File: src/rtl/clk_gen_pkg.sv
// Shared constants for the clock-generator configuration controller:
// FSM state codes, error codes, default ratio and the tolerance compare.
package clk_gen_pkg;

    localparam logic [2:0] ST_IDLE    = 3'd0;
    localparam logic [2:0] ST_CHECK   = 3'd1;
    localparam logic [2:0] ST_STOP    = 3'd2;
    localparam logic [2:0] ST_LOAD    = 3'd3;
    localparam logic [2:0] ST_RESET   = 3'd4;
    localparam logic [2:0] ST_SETTLE  = 3'd5;
    localparam logic [2:0] ST_MEASURE = 3'd6;
    localparam logic [2:0] ST_DONE    = 3'd7;

    typedef enum logic [1:0] {
        ERR_OK    = 2'b00,
        ERR_RATIO = 2'b01,
        ERR_FREQ  = 2'b10
    } err_t;

    localparam logic [15:0] DEF_NUMERATOR   = 16'd15625;
    localparam logic [15:0] DEF_DENOMINATOR = 16'd512;

    typedef struct packed {
        logic [15:0] numerator;
        logic [15:0] denominator;
        logic [15:0] win_len;
        logic [15:0] exp_edges;
        logic [7:0]  tol;
    } cfg_t;

    // Absolute difference taken at 17 bits so no operand ordering can wrap.
    function automatic logic within_tol(input logic [15:0] count,
                                        input logic [15:0] exp_edges,
                                        input logic [7:0]  tol);
        logic [16:0] diff;
        if (count >= exp_edges)
            diff = {1'b0, count} - {1'b0, exp_edges};
        else
            diff = {1'b0, exp_edges} - {1'b0, count};
        return diff <= {9'd0, tol};
    endfunction

endpackage

File: src/rtl/clk_gen_cfg_ctrl_meter.sv
// Divided-clock edge meter: 2-flop synchronizer, rising-edge detect and a
// 16-bit saturating edge counter gated by the measurement window.
module clk_edge_meter (
    input  logic        sys_clk,
    input  logic        rst,
    input  logic        div_clk,
    input  logic        clear,
    input  logic        enable,
    output logic [15:0] edge_count
);

    logic [2:0] sync_q;
    logic       rise;

    always_ff @(posedge sys_clk or posedge rst) begin
        if (rst)
            sync_q <= '0;
        else
            sync_q <= {sync_q[1:0], div_clk};
    end

    assign rise = sync_q[1] & ~sync_q[2];

    always_ff @(posedge sys_clk or posedge rst) begin
        if (rst)
            edge_count <= '0;
        else if (clear)
            edge_count <= '0;
        else if (enable && rise && (edge_count != 16'hFFFF))
            edge_count <= edge_count + 16'd1;
    end

endmodule

File: src/rtl/clk_gen_cfg_ctrl.sv
// Clock-generator reconfiguration sequencer: validates a requested ratio,
// stops/reloads/resets the generator, then verifies the divided frequency.
//
// state   | meaning
// IDLE    | waiting for cfg_req
// CHECK   | ratio legality check
// STOP    | generator held stopped
// LOAD    | new ratio driven out
// RESET   | generator config reset asserted
// SETTLE  | generator running, waiting before measurement
// MEASURE | counting divided-clock edges over the window
// DONE    | publish locked/err, return to IDLE
module clk_gen_cfg_ctrl
    import clk_gen_pkg::*;
#(
    parameter int unsigned C_STOP_CYC   = 4,
    parameter int unsigned C_RST_CYC    = 2,
    parameter int unsigned C_SETTLE_CYC = 8
) (
    input  logic        I_sys_clk,
    input  logic        I_rst,
    input  logic        I_cfg_req,
    output logic        O_cfg_ack,
    input  logic [15:0] I_numerator,
    input  logic [15:0] I_denominator,
    input  logic [15:0] I_win_len,
    input  logic [15:0] I_exp_edges,
    input  logic [7:0]  I_tol,
    input  logic        I_div_clk,
    output logic        O_gen_stop,
    output logic        O_rst_cfg,
    output logic [15:0] O_numerator,
    output logic [15:0] O_denominator,
    output logic        O_busy,
    output logic        O_locked,
    output logic [1:0]  O_err
);

    localparam logic [15:0] STOP_TC   = 16'(C_STOP_CYC - 1);
    localparam logic [15:0] RST_TC    = 16'(C_RST_CYC - 1);
    localparam logic [15:0] SETTLE_TC = 16'(C_SETTLE_CYC - 1);

    logic [2:0]  state;
    cfg_t        cfg;
    logic [15:0] timer;
    logic [15:0] edge_count;
    logic        meas_ok;

    clk_edge_meter u_meter (
        .sys_clk    (I_sys_clk),
        .rst        (I_rst),
        .div_clk    (I_div_clk),
        .clear      (state == ST_SETTLE),
        .enable     (state == ST_MEASURE),
        .edge_count (edge_count)
    );

    assign meas_ok = within_tol(edge_count, cfg.exp_edges, cfg.tol);
    assign O_busy  = (state != ST_IDLE);

    always_ff @(posedge I_sys_clk or posedge I_rst) begin
        if (I_rst) begin
            state         <= ST_IDLE;
            cfg           <= '0;
            timer         <= '0;
            O_cfg_ack     <= 1'b0;
            O_gen_stop    <= 1'b1;
            O_rst_cfg     <= 1'b1;
            O_numerator   <= DEF_NUMERATOR;
            O_denominator <= DEF_DENOMINATOR;
            O_locked      <= 1'b0;
            O_err         <= ERR_OK;
        end else begin
            O_cfg_ack <= 1'b0;
            case (state)
                ST_IDLE: begin
                    if (I_cfg_req) begin
                        cfg.numerator   <= I_numerator;
                        cfg.denominator <= I_denominator;
                        cfg.win_len     <= I_win_len;
                        cfg.exp_edges   <= I_exp_edges;
                        cfg.tol         <= I_tol;
                        O_cfg_ack       <= 1'b1;
                        O_err           <= ERR_OK;
                        state           <= ST_CHECK;
                    end
                end
                ST_CHECK: begin
                    if ((cfg.denominator == 16'd0) || (cfg.denominator >= cfg.numerator)) begin
                        O_err <= ERR_RATIO;
                        state <= ST_DONE;
                    end else begin
                        O_gen_stop <= 1'b1;
                        O_locked   <= 1'b0;
                        timer      <= STOP_TC;
                        state      <= ST_STOP;
                    end
                end
                ST_STOP: begin
                    if (timer == 16'd0) begin
                        O_numerator   <= cfg.numerator;
                        O_denominator <= cfg.denominator;
                        state         <= ST_LOAD;
                    end else begin
                        timer <= timer - 16'd1;
                    end
                end
                ST_LOAD: begin
                    O_rst_cfg <= 1'b1;
                    timer     <= RST_TC;
                    state     <= ST_RESET;
                end
                ST_RESET: begin
                    if (timer == 16'd0) begin
                        O_rst_cfg  <= 1'b0;
                        O_gen_stop <= 1'b0;
                        timer      <= SETTLE_TC;
                        state      <= ST_SETTLE;
                    end else begin
                        timer <= timer - 16'd1;
                    end
                end
                ST_SETTLE: begin
                    if (timer == 16'd0) begin
                        if (cfg.win_len == 16'd0) begin
                            state <= ST_DONE;
                        end else begin
                            timer <= cfg.win_len - 16'd1;
                            state <= ST_MEASURE;
                        end
                    end else begin
                        timer <= timer - 16'd1;
                    end
                end
                ST_MEASURE: begin
                    if (timer == 16'd0)
                        state <= ST_DONE;
                    else
                        timer <= timer - 16'd1;
                end
                ST_DONE: begin
                    // The counter already holds the final window edge here.
                    if ((O_err == ERR_OK) && ((cfg.win_len == 16'd0) || meas_ok)) begin
                        O_locked <= 1'b1;
                    end else begin
                        O_locked <= 1'b0;
                        if (O_err == ERR_OK)
                            O_err <= ERR_FREQ;
                    end
                    state <= ST_IDLE;
                end
                default: state <= ST_IDLE;
            endcase
        end
    end

endmodule
File: config.mk
export PLATFORM = sky130hd
export DESIGN_NAME = clk_gen_cfg_ctrl
export DESIGN_NICKNAME = d
export VERILOG_FILES = /design/src/rtl/clk_gen_pkg.sv /design/src/rtl/clk_gen_cfg_ctrl_meter.sv /design/src/rtl/clk_gen_cfg_ctrl.sv
export SDC_FILE = /design/constraint.sdc
export NUM_CORES = 1
export LEC_CHECK = 0
export CELL_PAD_IN_SITES_DETAIL_PLACEMENT = 2
export CELL_PAD_IN_SITES_GLOBAL_PLACEMENT = 2
export CORE_UTILIZATION = 32
export CTS_BUF_LIST = sky130_fd_sc_hd__clkbuf_8
export DETAILED_ROUTE_END_ITERATION = 8
export PLACE_DENSITY_LB_ADDON = 0.1
export SYNTH_ARGS = -nofsm -noshare
export SYNTH_HDL_FRONTEND = slang
export SYNTH_SLANG_ARGS = --single-unit
File: constraint.sdc
create_clock -name I_sys_clk -period 9.15 [get_ports I_sys_clk]
set_input_delay 0.915 -clock I_sys_clk [delete_from_list [all_inputs] [get_ports I_sys_clk]]
set_output_delay 0.915 -clock I_sys_clk [all_outputs]
set_load 0.02 [all_outputs]
Yosys cells after proc, flatten, opt, wreduce, memory -nomap -nowiden. Index checks and enable logic that the tools add are counted.

Register bits after elaboration: 148. Output and inout port bits: 39.

Add/sub/neg operators: 5. Order comparisons: 3. Equal/unequal tests: 19. Mux-type cells: 31. Bitwise logic cells: 2. Reduce and logical (&&, ||, !) cells: 26.

Operator list (count): 16-bit two-way mux (7); 16-bit one-hot mux with 5 select lines (1); 16-bit logical NOT (3); 16-bit by 16-bit subtractor with 17-bit output (2); 16-bit >= comparator (2); 16-bit by 1-bit subtractor with 16-bit output, second input constant (2); 3-bit one-hot mux with 8 select lines (1); 2-bit != test, second input constant (10); 3-bit two-way mux (6); 17-bit by 8-bit <= comparator with 1-bit output (1); 17-bit two-way mux (1); 16-bit by 1-bit adder with 16-bit output, second input constant (1); 16-bit != test, second input constant (1); 3-bit equality test, second input constant (4); 5-bit AND reduction (2); 2-bit two-way mux (4); 2-bit AND reduction (4); 2-bit nonzero test (4); 1-bit two-way mux (7); 3-bit by 2-bit equality test with 1-bit output, second input constant (2); 1-bit one-hot mux with 2 select lines (3); 2-bit one-hot mux with 3 select lines (1); 3-bit nonzero test (2); 5-bit nonzero test (1); other kinds (11) (14).

Logic depth before layout (Yosys ltp). Gate-level depths: netlist (run 1).

Word-level depth: 7. Gate-level depth with buffers: 21.

By module. Synthesis (run 1) repeated with hierarchy kept, for this count alone.

Cell total of the unflattened synthesis: 974. Area total of the unflattened synthesis: 9161.3 um^2.

Modules (own cells, without submodules): clk_gen_cfg_ctrl (instances 1, cells each 871, area an instance 8169.1 um^2, sequential area each 3240.6 um^2); clk_edge_meter (instances 1, cells each 103, area an instance 992.2 um^2, sequential area each 475.5 um^2).

Worst setup path before layout (run 1). OpenSTA, ideal clock, no wires.

Path type: register -> register. Start point: reg u_meter.edge_count[5]. End point: reg O_locked. Data arrival time: 3.913 ns. Required time: 9.074 ns. Setup slack: 5.161 ns. Cell stages (with the launch flop): 20. Cells stage by stage: dfrtp_1 -> ha_1 -> buf_4 -> nand4_1 -> nor4_1 -> a2111oi_2 -> o22ai_2 -> clkbuf_1 -> mux2i_1 -> xnor2_1 -> ha_1 -> a21oi_1 -> nor2b_1 -> o21ai_0 -> a21boi_0 -> o21ai_0 -> a21oi_1 -> a211o_1 -> or4_1 -> o21ai_1.

Longest elaborated chain between the ends: 7.

Ends and longest elaborated chain: from (decl) (RTL line clk_gen_cfg_ctrl_meter.sv:9) `output logic [15:0] edge_count`; from (signal assigned) (RTL line clk_gen_cfg_ctrl_meter.sv:30) `edge_count <= edge_count + 16'd1;`; 16-bit by 16-bit subtractor with 17-bit output (tied with other cells) (RTL line clk_gen_pkg.sv:39) `diff = {1'b0, exp_edges} - {1'b0, count};`; 17-bit two-way mux (*) (RTL line clk_gen_pkg.sv:36) `if (count >= exp_edges)`; 17-bit by 8-bit <= comparator with 1-bit output (*) (RTL line clk_gen_pkg.sv:40) `return diff <= {9'd0, tol};`; 1-bit logical OR (*) (RTL line clk_gen_cfg_ctrl.sv:143) `if ((O_err == ERR_OK) && ((cfg.win_len == 16'd0) || meas_ok)) begin`; 1-bit logical AND (*) (RTL line clk_gen_cfg_ctrl.sv:143); 1-bit two-way mux (*) (RTL line clk_gen_cfg_ctrl.sv:143); 1-bit one-hot mux with 2 select lines (*) (RTL line clk_gen_cfg_ctrl.sv:75) `case (state)`; to (signal assigned) (RTL line clk_gen_cfg_ctrl.sv:71) `O_locked <= 1'b0;`; to (signal assigned) (RTL line clk_gen_cfg_ctrl.sv:144) `O_locked <= 1'b1;`; to (signal assigned) (RTL line clk_gen_cfg_ctrl.sv:146) `O_locked <= 1'b0;`; to (decl) (RTL line clk_gen_cfg_ctrl.sv:35) `output logic O_locked,`.

Mark *: on every way between the ends. The rest lies on a longest branch, timed or not. A chain may end at the register's enable or synchronous reset.

Worst setup path after layout (run 1).
Start point: reg u_meter.edge_count[10]. End point: reg O_locked.

The elaborated chain is that of the path after synthesis.

==> results of run 1 <==
==> where the power goes <==
group	internal, W	switching (W)
Clock	0.000265	0.000308
Combinational	0.000754	0.000992
Sequential	0.000906	0.000222
==> per-layer routing <==
layer	GRT usage, %	wire, um	part of all wire [%]	vias up
met5	0	9	0.034	-
met4	3.68	207	0.79	2
met3	3.43	703	2.7	18
met2	32.9	12800	49	97
met1	25.2	12400	48	3576
li1	-	-	-	3406
==> per-stage QoR <==
step                utilization (%)  hold slack, ps  instances  setup slack [ps]  power, W
global route                   39.4             367       1375              4000   0.00374
floorplan                         -             331        926              4270   0.00232
global placement               37.8             334       1343              4550   0.00286
CTS                            39.4             366       1375              4410   0.00351
detailed placement             37.8             341       1343              4440   0.00290
finish                         39.4             362       1375              4450   0.00345
==> cells by family after synthesis <==
logic type | synth area share, %
AOI/OAI and AO/OA | 16.0
xor gates and xnor gates | 4.27
adders and majority gates | 8.96
buffers and inverters | 5.09
DFF | 42.1
muxes | 7.78
and+or+nand+nor | 15.8
==> flip-flops by register name (all words and copies together), names as in the netlist <==
signal and flops:
O_locked 1, O_err 2, O_gen_stop 1, O_numerator 16, timer 16, O_rst_cfg 1, state 3, cfg 72
u_meter.edge_count 16, u_meter.sync_q 3, O_denominator 16, O_cfg_ack 1
==> worst max-delay path by stage <==
stage | end | slack (ps) | cells after the start
2_1_floorplan | O_cfg_ack | 4270 | 1
5_1_grt | O_locked | 4000 | 18
4_1_cts | O_locked | 4410 | 17
3_5_place_dp | O_locked | 4440 | 17
3_3_place_gp | O_locked | 4550 | 17
6_report | O_locked | 4450 | 16
==> area by class of cell <==
cell class,instances,area [um2],area share [%]
clock buffers,18,248,2.33
clock inverters,14,180,1.69
well taps,341,427,4.00
repair buffers,118,1170,11.0
multi-input cells,672,4670,43.8
flip-flops and latches,148,3720,34.9
inverters,64,245,2.30
==> cell usage in the layout, fill, tap and decap left out, types with 19 or more instances in the layout <==
master	n
mux2_2	33
inv_1	63
nand2_1	122
a21o_1	19
a21oi_1	41
o21ai_0	77
ha_1	60
xnor2_1	32
nor2_1	61
dfrtp_1	138
clkdlybuf4s50_1	114
==> results.md, run 1 <==
- After technology mapping, the gate count stands at 926.
- The die boundary height is 168 um.
- The biggest cell delay along the critical path is 740 ps.
- The clock transition at the register clock pins on the worst setup and hold paths after CTS is 100 ps.
- 115 I/O pins were placed.
- The Yosys step of the flow raised 0 warnings.
- The sum of overflow across all layers after global routing is 0.
- STA classifies the critical path endpoint as a flip-flop.
- The area of the mapped netlist is 8830 um2.
- Yosys mapped the design onto 79 distinct sky130hd cell types.
- Routability-driven placement finished with a final weighted congestion of 0.788.
- The end point of the most critical hold path is u_meter.sync_q[1].
- The post-synthesis net count is 1064.
- The number of hold buffers added after cts is 0.
- The aggregate negative setup slack is 0 ps.
- Among all cell types in the netlist, the one instantiated most often is dfrtp_1.
- The number of fill cells in the layout is 2951.
- The number of antenna diodes in the final layout is 0.
- After the first detailed-routing iteration, the DRC count stood at 307.
- With fillers left out, the area of the finished cells amounts to 10700 um2.
- The required arrival time at the worst endpoint is 9540 ps.
- The antenna violation net count after detailed routing is 0.
- The max-slew violation count was 0.
- The clock period minus worst slack is 4700 ps.
- The dominant delay contributor by cell family on the critical path is compound AO/OA/AOI/OAI gates.
- The worst reg-to-reg path cell count is 16.
- The number of buffers inserted by port buffering is 114.
- The slowest cell on the critical path is o22ai_2.
- The run finished with clean final reports.
- The HPWL reported at the end of detailed placement is 19200 um.
- Counting both buffers and inverters, the worst setup path holds a total of 0.
- The portion of the clock cycle consumed by the worst path in the final layout is 51.3%.
- The critical path data arrival time is 5080 ps.
- The core box area is 27000 um2.
- The area growth from synthesis to final layout is 20.7%.
- The via count of the first global-routing pass is 7563.
- STA classifies the critical path startpoint as a flip-flop.
- The worst ir drop on vdd is 0.0910 mV.
- The worst flop-to-flop path endpoint is O_locked.
- The synthesized design contains 0 enable-type register cells.
- The tree is rooted in a clkbuf_8.
- The min-delay analysis places its worst path in the category flip-flop to flip-flop.
- The pre-antenna-repair detailed-routing pass consisted of 5 iterations.
- Clock tree synthesis found a total of 148 sinks.
- In this run the tightest slew margin relative to its limit is 37.4%.
- The DRC violation count after routing is 0.
- The worst setup slack for register-to-register paths is 4450 ps.
- Setup repair after global routing left no endpoint under its margin.
- The leading register cell type out of synthesis is dfrtp_1.
- The per-cell routed wire length is 19.0 um.
- Walking the worst path, the cells encountered are ha_1, nand4_1, nor4_1, a2111oi_2, o22ai_2, mux2i_1, xor2_1, ha_1, nor2b_1, o21ai_0, a21boi_0, o21ai_0, a21oi_1, a211o_1, or4_1, o21ai_1.
- The total CTS buffers is 17.
- The starting utilization of the core area is 32.7%.
- Summed over all cells, the static leakage comes to 4.66 nW.
- The library cell with the largest summed area after synthesis is dfrtp_1.
- TritonCTS built the clock tree.
- Wires add up to 26100 um.
- The synthesized design contains 148 register bits.
- Setup violations remaining at the end of the flow were counted as 0.
- Yosys attributes the largest share of cell area to dfrtp_1 (39%), ha_1 (8.5%), nand2_1 (5.2%).
- The actual slew at the worst max-slew pin is 940 ps.
- The area share of the largest cell type after synthesis is 39.1%.
- The placement row count is 60.
- The area enclosed by the die boundary is 28200 um2.
- Along the worst hold path, the cell count comes to 0.
- The global routing usage summed across all routing layers is 19.1%.
- The critical path class is flip-flop to flip-flop.
- The number of buffers on the longest clock path is 2.
- The achievable frequency is 0.213 GHz.
- The areal power density over the cells is 324 nW/um2.
- Clock skew on the completed layout was measured at 23.6 ps.
- The horizontal extent of the die is 168 um.
- The beginning of the worst register-to-register path is u_meter.edge_count[10].
- The startpoint of the worst hold path is u_meter.sync_q[0].
- The initial antenna violation count is 1.
- The count of max-cap constraint violations is 0.
- Dividing the detail-routed via count by the number of cells gives 5.16.
- Tracing the worst setup path back leads to its startpoint at u_meter.edge_count[10].
- The wire length of the first global-routing pass is 42100 um.
- In the synthesized netlist the async set-or-reset flop fraction comes to 100%.
- Along the worst path, the maximum fanout reaches 16.
- The placed instances occupy a cell area of 10200 um2.
- Sequential elements use 42.1% of the synthesized area.
- The number of instances resized during post-cts repair is 0.
- The net count reported at finish is 1159.
- CTS built an H-tree with a depth of 4.
- For this block, the via count after detailed routing is 7099.
- For the worst-skew pair, the clock arrives at the later sink with an insertion delay of 480 ps.
- The largest net degree at the start of global routing is 87.
- In this run the post-CTS setup repair buffer count came out at 0.
- Ranked by instance count, the synthesized netlist is headed by dfrtp_1 (138), nand2_1 (122), o21ai_0 (77).
- The count of endpoints failing hold in the final timing report is 0.
- In this run the mean area of a mapped cell was 9.53 um2.
- The post-route netlist has 12.3% of its cells at a drive strength greater than 1.
(Power assumes the default switching activity.)
==> run 2, diff against run 1 <==
==> constraint.sdc (replaced) <==
create_clock -name I_sys_clk -period 4.3 [get_ports I_sys_clk]
set_input_delay 0.43 -clock I_sys_clk [delete_from_list [all_inputs] [get_ports I_sys_clk]]
set_output_delay 0.43 -clock I_sys_clk [all_outputs]
set_load 0.02 [all_outputs]
==> run 2 against run 1 <==
Via count rose by 1.4%. Sequential cell count stayed put. Combinational power rose by 130%. Utilization is 1.3 points higher. Sequential power rose by 110%. Total power is 120% higher. Critical endpoint unchanged. Largest power group unchanged. Highest routed layer is now met4.
==> results.md, run 2 (synthesis gave the netlist of run 1 again) <==
- The run finished with clean final reports.
- The clock period minus worst slack is 3960 ps.
- STA puts the critical path data required time at 4690 ps.
- The antenna violation net count after detailed routing is 0.
- The type of the worst min-delay path is flip-flop to flip-flop.
- In this run the count of I/O pins placed on the die edge is 115.
- The CTS tree is done.
- In the final layout, the share of cells above drive strength 1 is 15.5%.
- The starting utilization of the core area is 32.7%.
- For this run, the total global-route usage over all layers was measured as 20.1%.
- The placement row count is 60.
- The area growth from synthesis to final layout is 24.8%.
- The per-cell routed wire length is 19.3 um.
- After legalization and detailed placement, the total HPWL measured 20100 um.
- The worst setup path is captured at a flip-flop.
- The net count reported at finish is 1187.
- The most common library cell in the layout ignoring fill and taps is dfrtp_1.
- The critical path in this run is classified as flip-flop to flip-flop.
- Setup repair after global routing left no endpoint under its margin.
- The top cell types in the final layout, fill and taps aside, are dfrtp_1 (138), nand2_1 (122), clkdlybuf4s50_1 (114).
- The total CTS buffers is 17.
- For this run, the top clock speed supported by timing is 0.252 GHz.
- The pre-CTS setup slack is 110 ps.
- The horizontal extent of the die is 168 um.
- The register with the most flip-flops in the final layout is cfg.
- Wires add up to 27100 um.
- The worst ir drop on vdd is 0.174 mV.
- The tree is rooted in a clkbuf_8.
- The final RePlAce weighted congestion is 0.824.
- Entering global routing, the biggest net connects 109 pins.
- The sum of overflow across all layers after global routing is 0.
- The worst path uses 92.1% of the clock period.
- The number of buffers on the longest clock path is 2.
- The count of max-cap constraint violations is 0.
- The count of endpoints failing hold in the final timing report is 0.
- The via count of the first global-routing pass came to 8015.
- Measured against its own limit, the worst slew margin works out to 33.3%.
- Dividing total power by cell area gives a power density of 692 nW/um2.
- In this run the tool buffered the top-level ports with 114 buffer cells.
- After the first detailed-routing iteration, the DRC count stood at 297.
- The worst-skew pair later-pin latency is 470 ps.
- The die is 168 um tall.
- The static power due to leakage is 4.81 nW.
- The initial antenna violation count is 0.
- The flip-flop count of the largest register, all copies and words added is 72.
- The setup slack of the critical path after layout is 338 ps.
- The wire length of the first global-routing pass is 44300 um.
- The final route contains 7197 vias.
- The floorplan step defined a die boundary enclosing 28200 um2.
- The total of endpoints with negative setup slack in the final report is 0.
- Summed over all failing endpoints, the final setup total negative slack is 0 ps.
- The core box area is 27000 um2.
- Along the worst path, the maximum fanout reaches 12.
- The H-tree was split into 4 levels.
- The number of diodes added for antenna fixing is 0.
- After clock tree synthesis, the clock-pin slew on the worst setup and hold paths is 90 ps.
- The power after layout is 0.00761 W.
- The detailed-router iteration count before antenna repair is 4.
- Between clock sinks in the finished design, the worst skew comes to 13.0 ps.
- In the routed design, unresolved DRC markers number 0.
- The number of fill cells in the layout is 2949.
- Clock tree synthesis found a total of 148 sinks.
- The max-slew violation count came to 0.
- The number of vias per cell after detailed routing is 5.13.
- STA classifies the critical path startpoint as a flip-flop.
- The critical path data arrival time is 4350 ps.
- For the pin with the worst max-slew slack, the measured transition is 999 ps.
-- run 2: changes by cell type in the layout (fill, tap and decap cells not counted), sizes merged --
| cell | delta |
|---|---|
| inv | -3 |
| clkinv | -1 |
| bufinv | +2 |
| clkbuf | -1 |
| clkinvlp | +3 |
| buf | +28 |
-- run 2: worst max-delay path: stages (launching register included) --
cell and delay [ps]:
dfrtp_1 370, inv_1 70, ha_1 370, a21o_1 270, a211oi_4 340, or2_1 200
o22ai_4 100, buf_4 210, a21oi_1 160, xor2_1 160, ha_1 260, nand4_1 130
nor2_1 50, nor2_1 90, a21boi_0 90, o21ai_1 130, a21oi_1 90, a211o_1 250
or4_1 400, o21ai_1 130
-- run 2: final timing paths --
check / startpoint / endpoint / slack [ps] / depth (start not counted)
setup / recovery: cfg[22] / O_locked / 340 / 19
hold / removal: u_meter.sync_q[0] / u_meter.sync_q[1] / 360 / 0
setup reg to reg: cfg[22] / O_locked / 340 / 19
hold reg to reg: u_meter.sync_q[0] / u_meter.sync_q[1] / 360 / 0
max in group asynchronous: I_rst / O_rst_cfg / 2880 / 3
min in group asynchronous: I_rst / O_denominator[4] / 540 / 2
-- run 2: metal layers --
metal	track usage [%]	vias up	part of all wire (%)
li1	-	3468	-
met1	26.0	3622	47
met2	35.1	89	50
met3	2.96	18	1.9
met4	4.90	0	1.2
met5	0	-	0
-- run 2: report_power, final --
| group | leakage [nW] | internal (W) | switching (W) |
|---|---|---|---|
| Clock | 0.222 | 0.000641 | 0.000607 |
| Sequential | 1.82 | 0.00193 | 0.000441 |
| Combinational | 2.77 | 0.00176 | 0.00224 |
-- run 2: area by class of cell --
class,instances,area (um2),area share [%]
Clock buffer,17,234,2.12
Sequential cell,148,3720,33.7
Multi-Input combinational cell,672,4760,43.3
Tap cell,341,427,3.87
Inverter,64,244,2.22
Clock inverter,15,206,1.87
Timing Repair Buffer,146,1420,12.9
-- run 2: per-stage QoR --
stage	area [um2]	cells	hold slack, ps	util (%)
2_1_floorplan	8830	926	331	-
3_3_place_gp	10400	1367	339	38.6
3_5_place_dp	10400	1367	339	38.6
4_1_cts	10900	1399	360	40.3
5_1_grt	11000	1403	372	40.7
6_report	11000	1403	357	40.7
-- run 2: repair_timing --
| item | in CTS | in global routing |
|---|---|---|
| resized for setup | 0 | 18 |
| setup buffers | 0 | 4 |
| setup endpoints to repair | 0 | 2 |
| hold buffers | 0 | 0 |
| hold endpoints to repair | 0 | 0 |
==> run 3, diff against run 2 <==
--- a/config.mk
+++ b/config.mk
@@ -5,6 +5,7 @@
 export SDC_FILE = /design/constraint.sdc
 export NUM_CORES = 1
 export LEC_CHECK = 0
+export CAP_MARGIN = 20
 export CELL_PAD_IN_SITES_DETAIL_PLACEMENT = 2
 export CELL_PAD_IN_SITES_GLOBAL_PLACEMENT = 2
 export CORE_UTILIZATION = 32
==> results of run 3 <==
The final DEF is identical to that of run 2; final timing and power are the same.
